### src/rtl/mem_bus_arbiter_if.sv
// Generic bus bundle shared by the core's fetch/data ports and the memory side.
// The generic_bus modport is the responder view: it sees a request and answers
// with busy/rdata. The cpu modport is the initiator view that drives a request.
interface generic_bus_if;
    logic [31:0] addr;
    logic [31:0] wdata;
    logic [31:0] rdata;
    logic        ren;
    logic        wen;
    logic [3:0]  byte_en;
    logic        busy;

    modport generic_bus (
        input  addr,
        input  wdata,
        input  ren,
        input  wen,
        input  byte_en,
        output rdata,
        output busy
    );

    modport cpu (
        output addr,
        output wdata,
        output ren,
        output wen,
        output byte_en,
        input  rdata,
        input  busy
    );
endinterface

### src/rtl/mem_bus_arbiter.sv
// Two-port round-robin arbiter between instruction fetch and data buses onto
// one downstream generic bus, with a watchdog that aborts hung transfers.
module mem_bus_arbiter #(
    parameter int unsigned TIMEOUT_CYCLES = 1024,
    parameter logic [31:0] TIMEOUT_RDATA  = 32'hBAD1_BAD1
) (
    input  logic                   CLK,
    input  logic                   RST,
    generic_bus_if.generic_bus     igen_bus_if,
    generic_bus_if.generic_bus     dgen_bus_if,
    generic_bus_if.cpu             mgen_bus_if,
    output logic                   timeout,
    output logic [1:0]             owner
);

    // Watchdog counter is at least 16 bits, wider if TIMEOUT_CYCLES needs it.
    localparam int unsigned TW_MIN = $clog2(TIMEOUT_CYCLES + 1);
    localparam int unsigned TW     = (TW_MIN > 16) ? TW_MIN : 16;
    localparam logic [TW-1:0] TO_LAST = TW'(TIMEOUT_CYCLES - 1);
    localparam logic          TO_EN   = (TIMEOUT_CYCLES != 0);

    // State encoding doubles as the owner output.
    typedef enum logic [1:0] {
        IDLE  = 2'b00,
        GNT_I = 2'b01,
        GNT_D = 2'b10
    } state_t;

    state_t        state;
    state_t        state_nxt;
    logic          last_d;      // 1: last grant went to D, 0: to I
    logic          last_d_nxt;
    logic [TW-1:0] wd_cnt;
    logic [TW-1:0] wd_cnt_nxt;

    logic          i_pend;
    logic          d_pend;
    logic          granted;
    logic          sel_d;
    logic          own_pend;
    logic          own_busy;
    logic [31:0]   own_rdata;
    logic          wd_hit;

    // Request detection and owner selection.
    always_comb begin
        i_pend   = igen_bus_if.ren | igen_bus_if.wen;
        d_pend   = dgen_bus_if.ren | dgen_bus_if.wen;
        granted  = (state != IDLE);
        sel_d    = (state == GNT_D);
        own_pend = sel_d ? d_pend : i_pend;
        wd_hit   = TO_EN && (wd_cnt == TO_LAST);
    end

    // Next-state, arbitration, watchdog and downstream/requester muxing.
    always_comb begin
        state_nxt   = state;
        last_d_nxt  = last_d;
        wd_cnt_nxt  = '0;
        timeout     = 1'b0;
        own_busy    = 1'b1;
        own_rdata   = mgen_bus_if.rdata;

        mgen_bus_if.addr    = '0;
        mgen_bus_if.wdata   = '0;
        mgen_bus_if.ren     = 1'b0;
        mgen_bus_if.wen     = 1'b0;
        mgen_bus_if.byte_en = '0;

        unique case (state)
            IDLE: begin
                if (i_pend && d_pend) begin
                    if (last_d) begin
                        state_nxt  = GNT_I;
                        last_d_nxt = 1'b0;
                    end else begin
                        state_nxt  = GNT_D;
                        last_d_nxt = 1'b1;
                    end
                end else if (i_pend) begin
                    state_nxt  = GNT_I;
                    last_d_nxt = 1'b0;
                end else if (d_pend) begin
                    state_nxt  = GNT_D;
                    last_d_nxt = 1'b1;
                end
            end

            GNT_I, GNT_D: begin
                // Downstream follows the owner's live request signals.
                if (sel_d) begin
                    mgen_bus_if.addr    = dgen_bus_if.addr;
                    mgen_bus_if.wdata   = dgen_bus_if.wdata;
                    mgen_bus_if.ren     = dgen_bus_if.ren;
                    mgen_bus_if.wen     = dgen_bus_if.wen;
                    mgen_bus_if.byte_en = dgen_bus_if.byte_en;
                end else begin
                    mgen_bus_if.addr    = igen_bus_if.addr;
                    mgen_bus_if.wdata   = igen_bus_if.wdata;
                    mgen_bus_if.ren     = igen_bus_if.ren;
                    mgen_bus_if.wen     = igen_bus_if.wen;
                    mgen_bus_if.byte_en = igen_bus_if.byte_en;
                end
                own_busy = mgen_bus_if.busy;

                if (!own_pend || !mgen_bus_if.busy) begin
                    // Normal completion, or the owner withdrew its request.
                    state_nxt = IDLE;
                end else if (wd_hit) begin
                    // Abort: release the owner with poison data, retract downstream.
                    state_nxt       = IDLE;
                    timeout         = 1'b1;
                    own_busy        = 1'b0;
                    own_rdata       = TIMEOUT_RDATA;
                    mgen_bus_if.ren = 1'b0;
                    mgen_bus_if.wen = 1'b0;
                end else begin
                    wd_cnt_nxt = (wd_cnt == '1) ? wd_cnt : wd_cnt + TW'(1);
                end
            end

            default: begin
                state_nxt = IDLE;
            end
        endcase

        igen_bus_if.busy  = 1'b1;
        dgen_bus_if.busy  = 1'b1;
        igen_bus_if.rdata = mgen_bus_if.rdata;
        dgen_bus_if.rdata = mgen_bus_if.rdata;
        if (state == GNT_I) begin
            igen_bus_if.busy  = own_busy;
            igen_bus_if.rdata = own_rdata;
        end
        if (state == GNT_D) begin
            dgen_bus_if.busy  = own_busy;
            dgen_bus_if.rdata = own_rdata;
        end
    end

    // State, round-robin history and watchdog registers.
    always_ff @(posedge CLK) begin
        if (RST) begin
            state  <= IDLE;
            last_d <= 1'b0;
            wd_cnt <= '0;
        end else begin
            state  <= state_nxt;
            last_d <= last_d_nxt;
            wd_cnt <= granted ? wd_cnt_nxt : '0;
        end
    end

    assign owner = state;

endmodule

### src/flat_wrapper.sv
// flat-port wrapper written by rule: the top's interface ports become plain ports
module mem_bus_arbiter_flat 
#(
    parameter int unsigned TIMEOUT_CYCLES = 1024,
    parameter logic [31:0] TIMEOUT_RDATA  = 32'hBAD1_BAD1
)
  (CLK, RST, timeout, owner, igen_bus_if_addr, igen_bus_if_wdata, igen_bus_if_ren, igen_bus_if_wen, igen_bus_if_byte_en, igen_bus_if_rdata, igen_bus_if_busy, dgen_bus_if_addr, dgen_bus_if_wdata, dgen_bus_if_ren, dgen_bus_if_wen, dgen_bus_if_byte_en, dgen_bus_if_rdata, dgen_bus_if_busy, mgen_bus_if_addr, mgen_bus_if_wdata, mgen_bus_if_ren, mgen_bus_if_wen, mgen_bus_if_byte_en, mgen_bus_if_rdata, mgen_bus_if_busy);
  generic_bus_if igen_bus_if_i ();
  generic_bus_if dgen_bus_if_i ();
  generic_bus_if mgen_bus_if_i ();
  input  logic CLK;
  input  logic RST;
  output logic timeout;
  output logic [1:0] owner;
  input wire logic [$bits(igen_bus_if_i.addr)-1:0] igen_bus_if_addr;
  input wire logic [$bits(igen_bus_if_i.wdata)-1:0] igen_bus_if_wdata;
  input wire logic [$bits(igen_bus_if_i.ren)-1:0] igen_bus_if_ren;
  input wire logic [$bits(igen_bus_if_i.wen)-1:0] igen_bus_if_wen;
  input wire logic [$bits(igen_bus_if_i.byte_en)-1:0] igen_bus_if_byte_en;
  output wire logic [$bits(igen_bus_if_i.rdata)-1:0] igen_bus_if_rdata;
  output wire logic [$bits(igen_bus_if_i.busy)-1:0] igen_bus_if_busy;
  input wire logic [$bits(dgen_bus_if_i.addr)-1:0] dgen_bus_if_addr;
  input wire logic [$bits(dgen_bus_if_i.wdata)-1:0] dgen_bus_if_wdata;
  input wire logic [$bits(dgen_bus_if_i.ren)-1:0] dgen_bus_if_ren;
  input wire logic [$bits(dgen_bus_if_i.wen)-1:0] dgen_bus_if_wen;
  input wire logic [$bits(dgen_bus_if_i.byte_en)-1:0] dgen_bus_if_byte_en;
  output wire logic [$bits(dgen_bus_if_i.rdata)-1:0] dgen_bus_if_rdata;
  output wire logic [$bits(dgen_bus_if_i.busy)-1:0] dgen_bus_if_busy;
  output wire logic [$bits(mgen_bus_if_i.addr)-1:0] mgen_bus_if_addr;
  output wire logic [$bits(mgen_bus_if_i.wdata)-1:0] mgen_bus_if_wdata;
  output wire logic [$bits(mgen_bus_if_i.ren)-1:0] mgen_bus_if_ren;
  output wire logic [$bits(mgen_bus_if_i.wen)-1:0] mgen_bus_if_wen;
  output wire logic [$bits(mgen_bus_if_i.byte_en)-1:0] mgen_bus_if_byte_en;
  input wire logic [$bits(mgen_bus_if_i.rdata)-1:0] mgen_bus_if_rdata;
  input wire logic [$bits(mgen_bus_if_i.busy)-1:0] mgen_bus_if_busy;
  assign igen_bus_if_i.addr = igen_bus_if_addr;
  assign igen_bus_if_i.wdata = igen_bus_if_wdata;
  assign igen_bus_if_i.ren = igen_bus_if_ren;
  assign igen_bus_if_i.wen = igen_bus_if_wen;
  assign igen_bus_if_i.byte_en = igen_bus_if_byte_en;
  assign igen_bus_if_rdata = igen_bus_if_i.rdata;
  assign igen_bus_if_busy = igen_bus_if_i.busy;
  assign dgen_bus_if_i.addr = dgen_bus_if_addr;
  assign dgen_bus_if_i.wdata = dgen_bus_if_wdata;
  assign dgen_bus_if_i.ren = dgen_bus_if_ren;
  assign dgen_bus_if_i.wen = dgen_bus_if_wen;
  assign dgen_bus_if_i.byte_en = dgen_bus_if_byte_en;
  assign dgen_bus_if_rdata = dgen_bus_if_i.rdata;
  assign dgen_bus_if_busy = dgen_bus_if_i.busy;
  assign mgen_bus_if_addr = mgen_bus_if_i.addr;
  assign mgen_bus_if_wdata = mgen_bus_if_i.wdata;
  assign mgen_bus_if_ren = mgen_bus_if_i.ren;
  assign mgen_bus_if_wen = mgen_bus_if_i.wen;
  assign mgen_bus_if_byte_en = mgen_bus_if_i.byte_en;
  assign mgen_bus_if_i.rdata = mgen_bus_if_rdata;
  assign mgen_bus_if_i.busy = mgen_bus_if_busy;
  mem_bus_arbiter #(.TIMEOUT_CYCLES(TIMEOUT_CYCLES), .TIMEOUT_RDATA(TIMEOUT_RDATA)) u_core (.CLK(CLK), .RST(RST), .igen_bus_if(igen_bus_if_i), .dgen_bus_if(dgen_bus_if_i), .mgen_bus_if(mgen_bus_if_i), .timeout(timeout), .owner(owner));
endmodule
### config.mk
export PLATFORM = sky130hd
export DESIGN_NAME = mem_bus_arbiter_flat
export DESIGN_NICKNAME = d
export VERILOG_FILES = /design/src/rtl/mem_bus_arbiter_if.sv /design/src/rtl/mem_bus_arbiter.sv /design/src/flat_wrapper.sv
export SDC_FILE = /design/constraint.sdc
export NUM_CORES = 1
export LEC_CHECK = 0
export CORE_AREA = 5 5 119 121
export DETAILED_ROUTE_END_ITERATION = 10
export DIE_AREA = 0 0 124 126
export GPL_ROUTABILITY_DRIVEN = 1
export PLACE_DENSITY = 0.67
export SLEW_MARGIN = 15
export SYNTH_ARGS = -nofsm -noshare
export SYNTH_HDL_FRONTEND = slang
export SYNTH_SLANG_ARGS = --single-unit
### constraint.sdc
create_clock -name CLK -period 7.1 [get_ports CLK]
set_clock_uncertainty 0.1 [all_clocks]
set_input_delay 1.775 -clock CLK [delete_from_list [all_inputs] [get_ports CLK]]
set_output_delay 1.775 -clock CLK [all_outputs]
set_load 0.01 [all_outputs]
### Word-level counts from Yosys, hierarchy flattened

Index checks and enable logic that the tools add are counted.
W data, S select, Z words.

| storage, ports and cells | value |
|---|---|
| flip-flop bits (word level) | 19 |
| output and inout port bits | 139 |
| logic and storage cells | 64 |

| operators by class | value |
|---|---|
| reduce and logical (&&, ||, !) cells | 11 |
| equality and inequality tests | 6 |
| $add $sub $neg | 1 |
| mux-type cells | 39 |
| bitwise gates (word level) | 4 |

Operator list:

| cell | count |
|---|---|
| $mux W32 | 9 |
| $mux W1 | 21 |
| $add A16 B1 Y16 const B | 1 |
| $eq A16 B10 Y1 const B | 1 |
| $eq A16 B16 Y1 const B | 1 |
| $mux W2 | 6 |
| $mux W4 | 2 |
| $reduce_or A5 Y1 | 1 |
| $ne A4 B1 Y1 const B | 1 |
| $pmux W2 S2 | 1 |
| $reduce_and A2 Y1 | 2 |
| $ne A3 B1 Y1 const B | 1 |
| $reduce_bool A3 Y1 | 1 |
| $eq A2 B1 Y1 const B | 1 |
| $eq A2 B2 Y1 const B | 1 |
| $logic_not A1 Y1 | 2 |
| $logic_not A2 Y1 | 1 |
| $not A1 Y1 | 2 |
| $or A1 B1 Y1 | 2 |
| $reduce_bool A2 Y1 | 1 |
| $reduce_or A2 Y1 | 1 |
| $logic_and A1 B1 Y1 | 1 |
| $logic_or A1 B1 Y1 | 1 |

### Depth between registers and ports, before layout

| logic depth | value |
|---|---|
| depth in word-level cells | 7 |
| gate-level depth with buffers | 7 |

### Worst setup path before layout

No wires, ideal clock.

| path | value |
|---|---|
| path kind | input port to output port |
| start point | input dgen_bus_if_wen |
| end point | output dgen_bus_if_rdata[0] |
| arrival | 2.918 ns |
| buffers on the path | 1 |
| slack | 2.307 ns |
| cell stages on the path | 5 |
| cells stage by stage | nor2_1 -> a211o_1 -> nor4_4 -> buf_2 -> or2_2 |

| between the ends | value |
|---|---|
| cells in the longest elaborated chain, start to end | 7 |

Ends and longest elaborated chain:

| item | RTL line | source |
|---|---|---|
| from (decl) | flat_wrapper.sv:25 | `input wire logic [$bits(dgen_bus_if_i.wen)-1:0] dgen_bus_if_wen;` |
| $or A1 B1 Y1 | mem_bus_arbiter.sv:48 | `d_pend = dgen_bus_if.ren \| dgen_bus_if.wen;` |
| $mux W1 | mem_bus_arbiter.sv:51 | `own_pend = sel_d ? d_pend : i_pend;` |
| $logic_not A1 Y1 | mem_bus_arbiter.sv:106 | `if (!own_pend \|\| !mgen_bus_if.busy) begin` |
| $logic_or A1 B1 Y1 | mem_bus_arbiter.sv:106 |  |
| $mux W32 | mem_bus_arbiter.sv:106 |  |
| $mux W32 | mem_bus_arbiter.sv:70 | `unique case (state)` |
| $mux W32 | mem_bus_arbiter.sv:135 | `if (state == GNT_D) begin` |
| to (decl) | flat_wrapper.sv:27 | `output wire logic [$bits(dgen_bus_if_i.rdata)-1:0] dgen_bus_if_rdata;` |

No other way between the ends.

### Worst setup path after layout

| path | value |
|---|---|
| start point | input igen_bus_if_wen |
| end point | output igen_bus_if_rdata[0] |

| between the ends | value |
|---|---|
| cells in the longest elaborated chain, start to end | 7 |

Ends and longest elaborated chain:

| item | RTL line | source |
|---|---|---|
| from (decl) | flat_wrapper.sv:18 | `input wire logic [$bits(igen_bus_if_i.wen)-1:0] igen_bus_if_wen;` |
| $or A1 B1 Y1 | mem_bus_arbiter.sv:47 | `i_pend = igen_bus_if.ren \| igen_bus_if.wen;` |
| $mux W1 | mem_bus_arbiter.sv:51 |  |
| $logic_not A1 Y1 | mem_bus_arbiter.sv:106 |  |
| $logic_or A1 B1 Y1 | mem_bus_arbiter.sv:106 |  |
| $mux W32 | mem_bus_arbiter.sv:106 |  |
| $mux W32 | mem_bus_arbiter.sv:70 |  |
| $mux W32 | mem_bus_arbiter.sv:131 | `if (state == GNT_I) begin` |
| to (decl) | flat_wrapper.sv:20 | `output wire logic [$bits(igen_bus_if_i.rdata)-1:0] igen_bus_if_rdata;` |

No other way between the ends.

==> flow_metrics.env <==
export IMPL_rsz0062_at_grt="false"
export IMPL_yosysTopAreaCell="mux2i_1"
export IMPL_ir_drop_uv=115.2
export IMPL_finalCriticalPeriod_ns=5.947
export IMPL_max_freq_mhz=168.1
export IMPL_synth_cells=366
export IMPL_crit_type="in -> out"
export IMPL_synth_simple_area_share_pct=44.22
export IMPL_status="completed"
export IMPL_drt_pre_antenna_iters=4
export IMPL_synth_area_per_cell_um2=7.924
export IMPL_cts_num_sinks=19
export IMPL_num_vias=3753
export IMPL_synth_fa_ha_area_share_pct=1.726
export IMPL_cts_max_path_buffers=2
export IMPL_die_h_um=126
export IMPL_cts_buffers=3
export IMPL_leakagePower_uw=0.002182
export IMPL_reg2reg_slack_ns=4.17
export IMPL_layout_drive_gt1_share_pct=5.758
export IMPL_design_core_area_um2=12980
export IMPL_globalRoute_totalOverflow=0
export IMPL_grt_usage_pct=18.15
export IMPL_dieWidth_um=124
export IMPL_rows=42
export IMPL_finalCritPeriodShare_pct=83.77
export IMPL_synth_top_family_by_area="simple AND/OR/NAND/NOR gates"
export IMPL_synthFlopType="dfxtp_1"
export IMPL_ioPinCount=314
export IMPL_hold_viol_final=0
export IMPL_maxCapViolCount=0
export IMPL_r2r_end="u_core.wd_cnt[11]"
export IMPL_root_buffer="clkbuf_16"
export IMPL_ys_warn_count=0
export IMPL_drv_slew=0
export IMPL_startpoint_type="input port"
export IMPL_routed_wirelength_um=15640
export IMPL_clkTransAtPathRegs_ns=0.05
export IMPL_avgViaCountPerCell=4.484
export IMPL_worstPathMaxFanout=32
export IMPL_syn_area_um2=2900
export IMPL_crit_start="igen_bus_if_wen"
export IMPL_post_cts_buffers=0
export IMPL_cts_hold_buf=0
export IMPL_area_delta_synth_final_pct=114.7
export IMPL_grt_pass1_vias=3665
export IMPL_endpoint_kind="primary output"
export IMPL_synth_compound_area_share_pct=9.060
export IMPL_wl_per_cell_um=18.69
export IMPL_yosysTopAreaCellShare_pct=25.54
export IMPL_cts_tree="built"
export IMPL_ant_nets=0
export IMPL_initial_core_util_pct=22.34
export IMPL_dieArea_um2=15620
export IMPL_reg2reg_depth=7
export IMPL_dp_hpwl_um=13520
export IMPL_synth_edf_count=0
export IMPL_synth_mux_area_share_pct=25.54
export IMPL_final_core_util_pct=47.97
export IMPL_drt_iter0_drc=187
export IMPL_n_fill_cell=1253
export IMPL_slew_limit_headroom_pct=47.25
export IMPL_port_buffers=313
export IMPL_tns_ns=0
export IMPL_synth_seq_cells=19
export IMPL_crit_required_ns=5.22
export IMPL_hold_path_startpoint="u_core.wd_cnt[5]"
export IMPL_insertion_delay_ns=0.25
export IMPL_final_nets=840
export IMPL_synth_nets=545
export IMPL_grt_pass1_wl_um=21930
export IMPL_powerDensity_nw_per_um2=151.3
export IMPL_antenna_found_initial=2
export IMPL_hp_class="reg -> reg"
export IMPL_crit_end="igen_bus_if_rdata[0]"
export IMPL_cts_resized_gates=0
export IMPL_ys_seq_area_share_pct=13.11
export IMPL_tightest_slew_ns=0.7912
export IMPL_timing_rr_start="u_core.owner[1]"
export IMPL_route_detailed_drc=0
export IMPL_synth_xor_area_share_pct=0.6040
export IMPL_crit_arrival_ns=4.07
export IMPL_gp_congestion=0.8572
export IMPL_grt_max_degree=73
export IMPL_yosys_top_cells_area="mux2i_1, nor2b_1, dfxtp_1, or2_1, or2_2"
export IMPL_postSynth_asyncResetShare_pct=0
export IMPL_setup_violations=0
export IMPL_cts_max_level=1
export IMPL_ys_types=46
synthesized netlist by cell type, types with 3 or more instances:
cell type,count
a211oi_1,5
a21oi_1,9
and2_1,3
buf_2,11
buf_6,4
clkbuf_1,9
dfxtp_1,19
ha_1,4
inv_1,4
mux2i_1,74
nand2_1,8
nand2b_1,5
nand3_1,11
nand4_1,4
nor2_1,7
nor2b_1,97
nor3_1,7
nor3b_1,4
nor4_1,3
nor4_4,3
o21ai_0,5
o21bai_1,4
or2_1,18
or2_2,18
cell type report:
type / instances / area, µm² / share of cell area (%)
multi-input cells: 316 / 2366 / 38.00
inverters: 4 / 15.01 / 0.2412
clock buffers: 4 / 78.83 / 1.266
flip-flops and latches: 19 / 380.4 / 6.109
well taps: 176 / 220.2 / 3.537
diodes: 1 / 2.502 / 0.04019
repair buffers: 317 / 3163 / 50.80
power breakdown:
part	internal [µW]	switching, µW	total, µW
Combinational	417	295	712
Sequential	111	4.32	115
Clock	76.3	39.0	115
Total	604	338	942
worst min path at each step:
stage	endpoint	cells past startpoint
after CTS	u_core.wd_cnt[5]	2
after global placement	u_core.wd_cnt[1]	2
after global routing	u_core.wd_cnt[5]	2
final	u_core.wd_cnt[5]	2
after detailed placement	u_core.wd_cnt[5]	2
after floorplan	u_core.wd_cnt[5]	2
critical path, cell delays in order:
cell	delay (ns)
clkdlybuf4s50_1	0.56
nor3_2	0.10
a211o_1	0.38
nor4_4	0.22
buf_4	0.32
or2_1	0.15
clkdlybuf4s50_1	0.54
stage by stage:
stage | total power (µW) | setup WS (ns) | cell area [µm²] | hold slack, ns | std cells
2_1_floorplan | 446.3 | 2.307 | 2900 | 0.3722 | 366
3_3_place_gp | 829.1 | 1.212 | 6145 | 0.3882 | 832
3_5_place_dp | 835.1 | 1.159 | 6145 | 0.4133 | 832
4_1_cts | 955.6 | 1.159 | 6223 | 0.4177 | 836
5_1_grt | 993.8 | 1.014 | 6226 | 0.4323 | 837
6_report | 942.1 | 1.153 | 6226 | 0.4212 | 837
routing by layer:
metal | part of all wire [%] | up-vias | GRT usage, %
met3 | 7.0 | 18 | 3.274
li1 | - | 1863 | -
met2 | 51 | 139 | 33.34
met5 | 0.083 | - | 0
met4 | 1.7 | 2 | 3.995
met1 | 40 | 1731 | 21.66
flip-flops by register name, indices dropped and copies added (netlist names):
register / count
u_core.wd_cnt: 16
u_core.owner: 2
u_core.last_d: 1
cells by family (layout without fill, tap and decap cells):
kind of cell	count (synthesis)	after routing
and+or+nand+nor	201	201
muxes	74	74
AOI/OAI and AO/OA	35	35
buffers and inverters	31	325
DFF	19	19
adders and majority gates	4	4
xor gates and xnor gates	2	2
other	0	1
cell usage in the layout, fill, tap and decap left out, types with 5 or more instances in the layout:
| cell type | count |
|---|---|
| clkdlybuf4s50_1 | 313 |
| nor2b_1 | 97 |
| mux2i_1 | 74 |
| dfxtp_1 | 19 |
| or2_2 | 18 |
| or2_1 | 18 |
| nand3_1 | 11 |
| a21oi_1 | 9 |
| nand2_1 | 8 |
| nor2_1 | 7 |
| nor3_1 | 7 |
| nand2b_1 | 5 |
| o21ai_0 | 5 |
| a211oi_1 | 5 |
(Power assumes the default switching activity.)
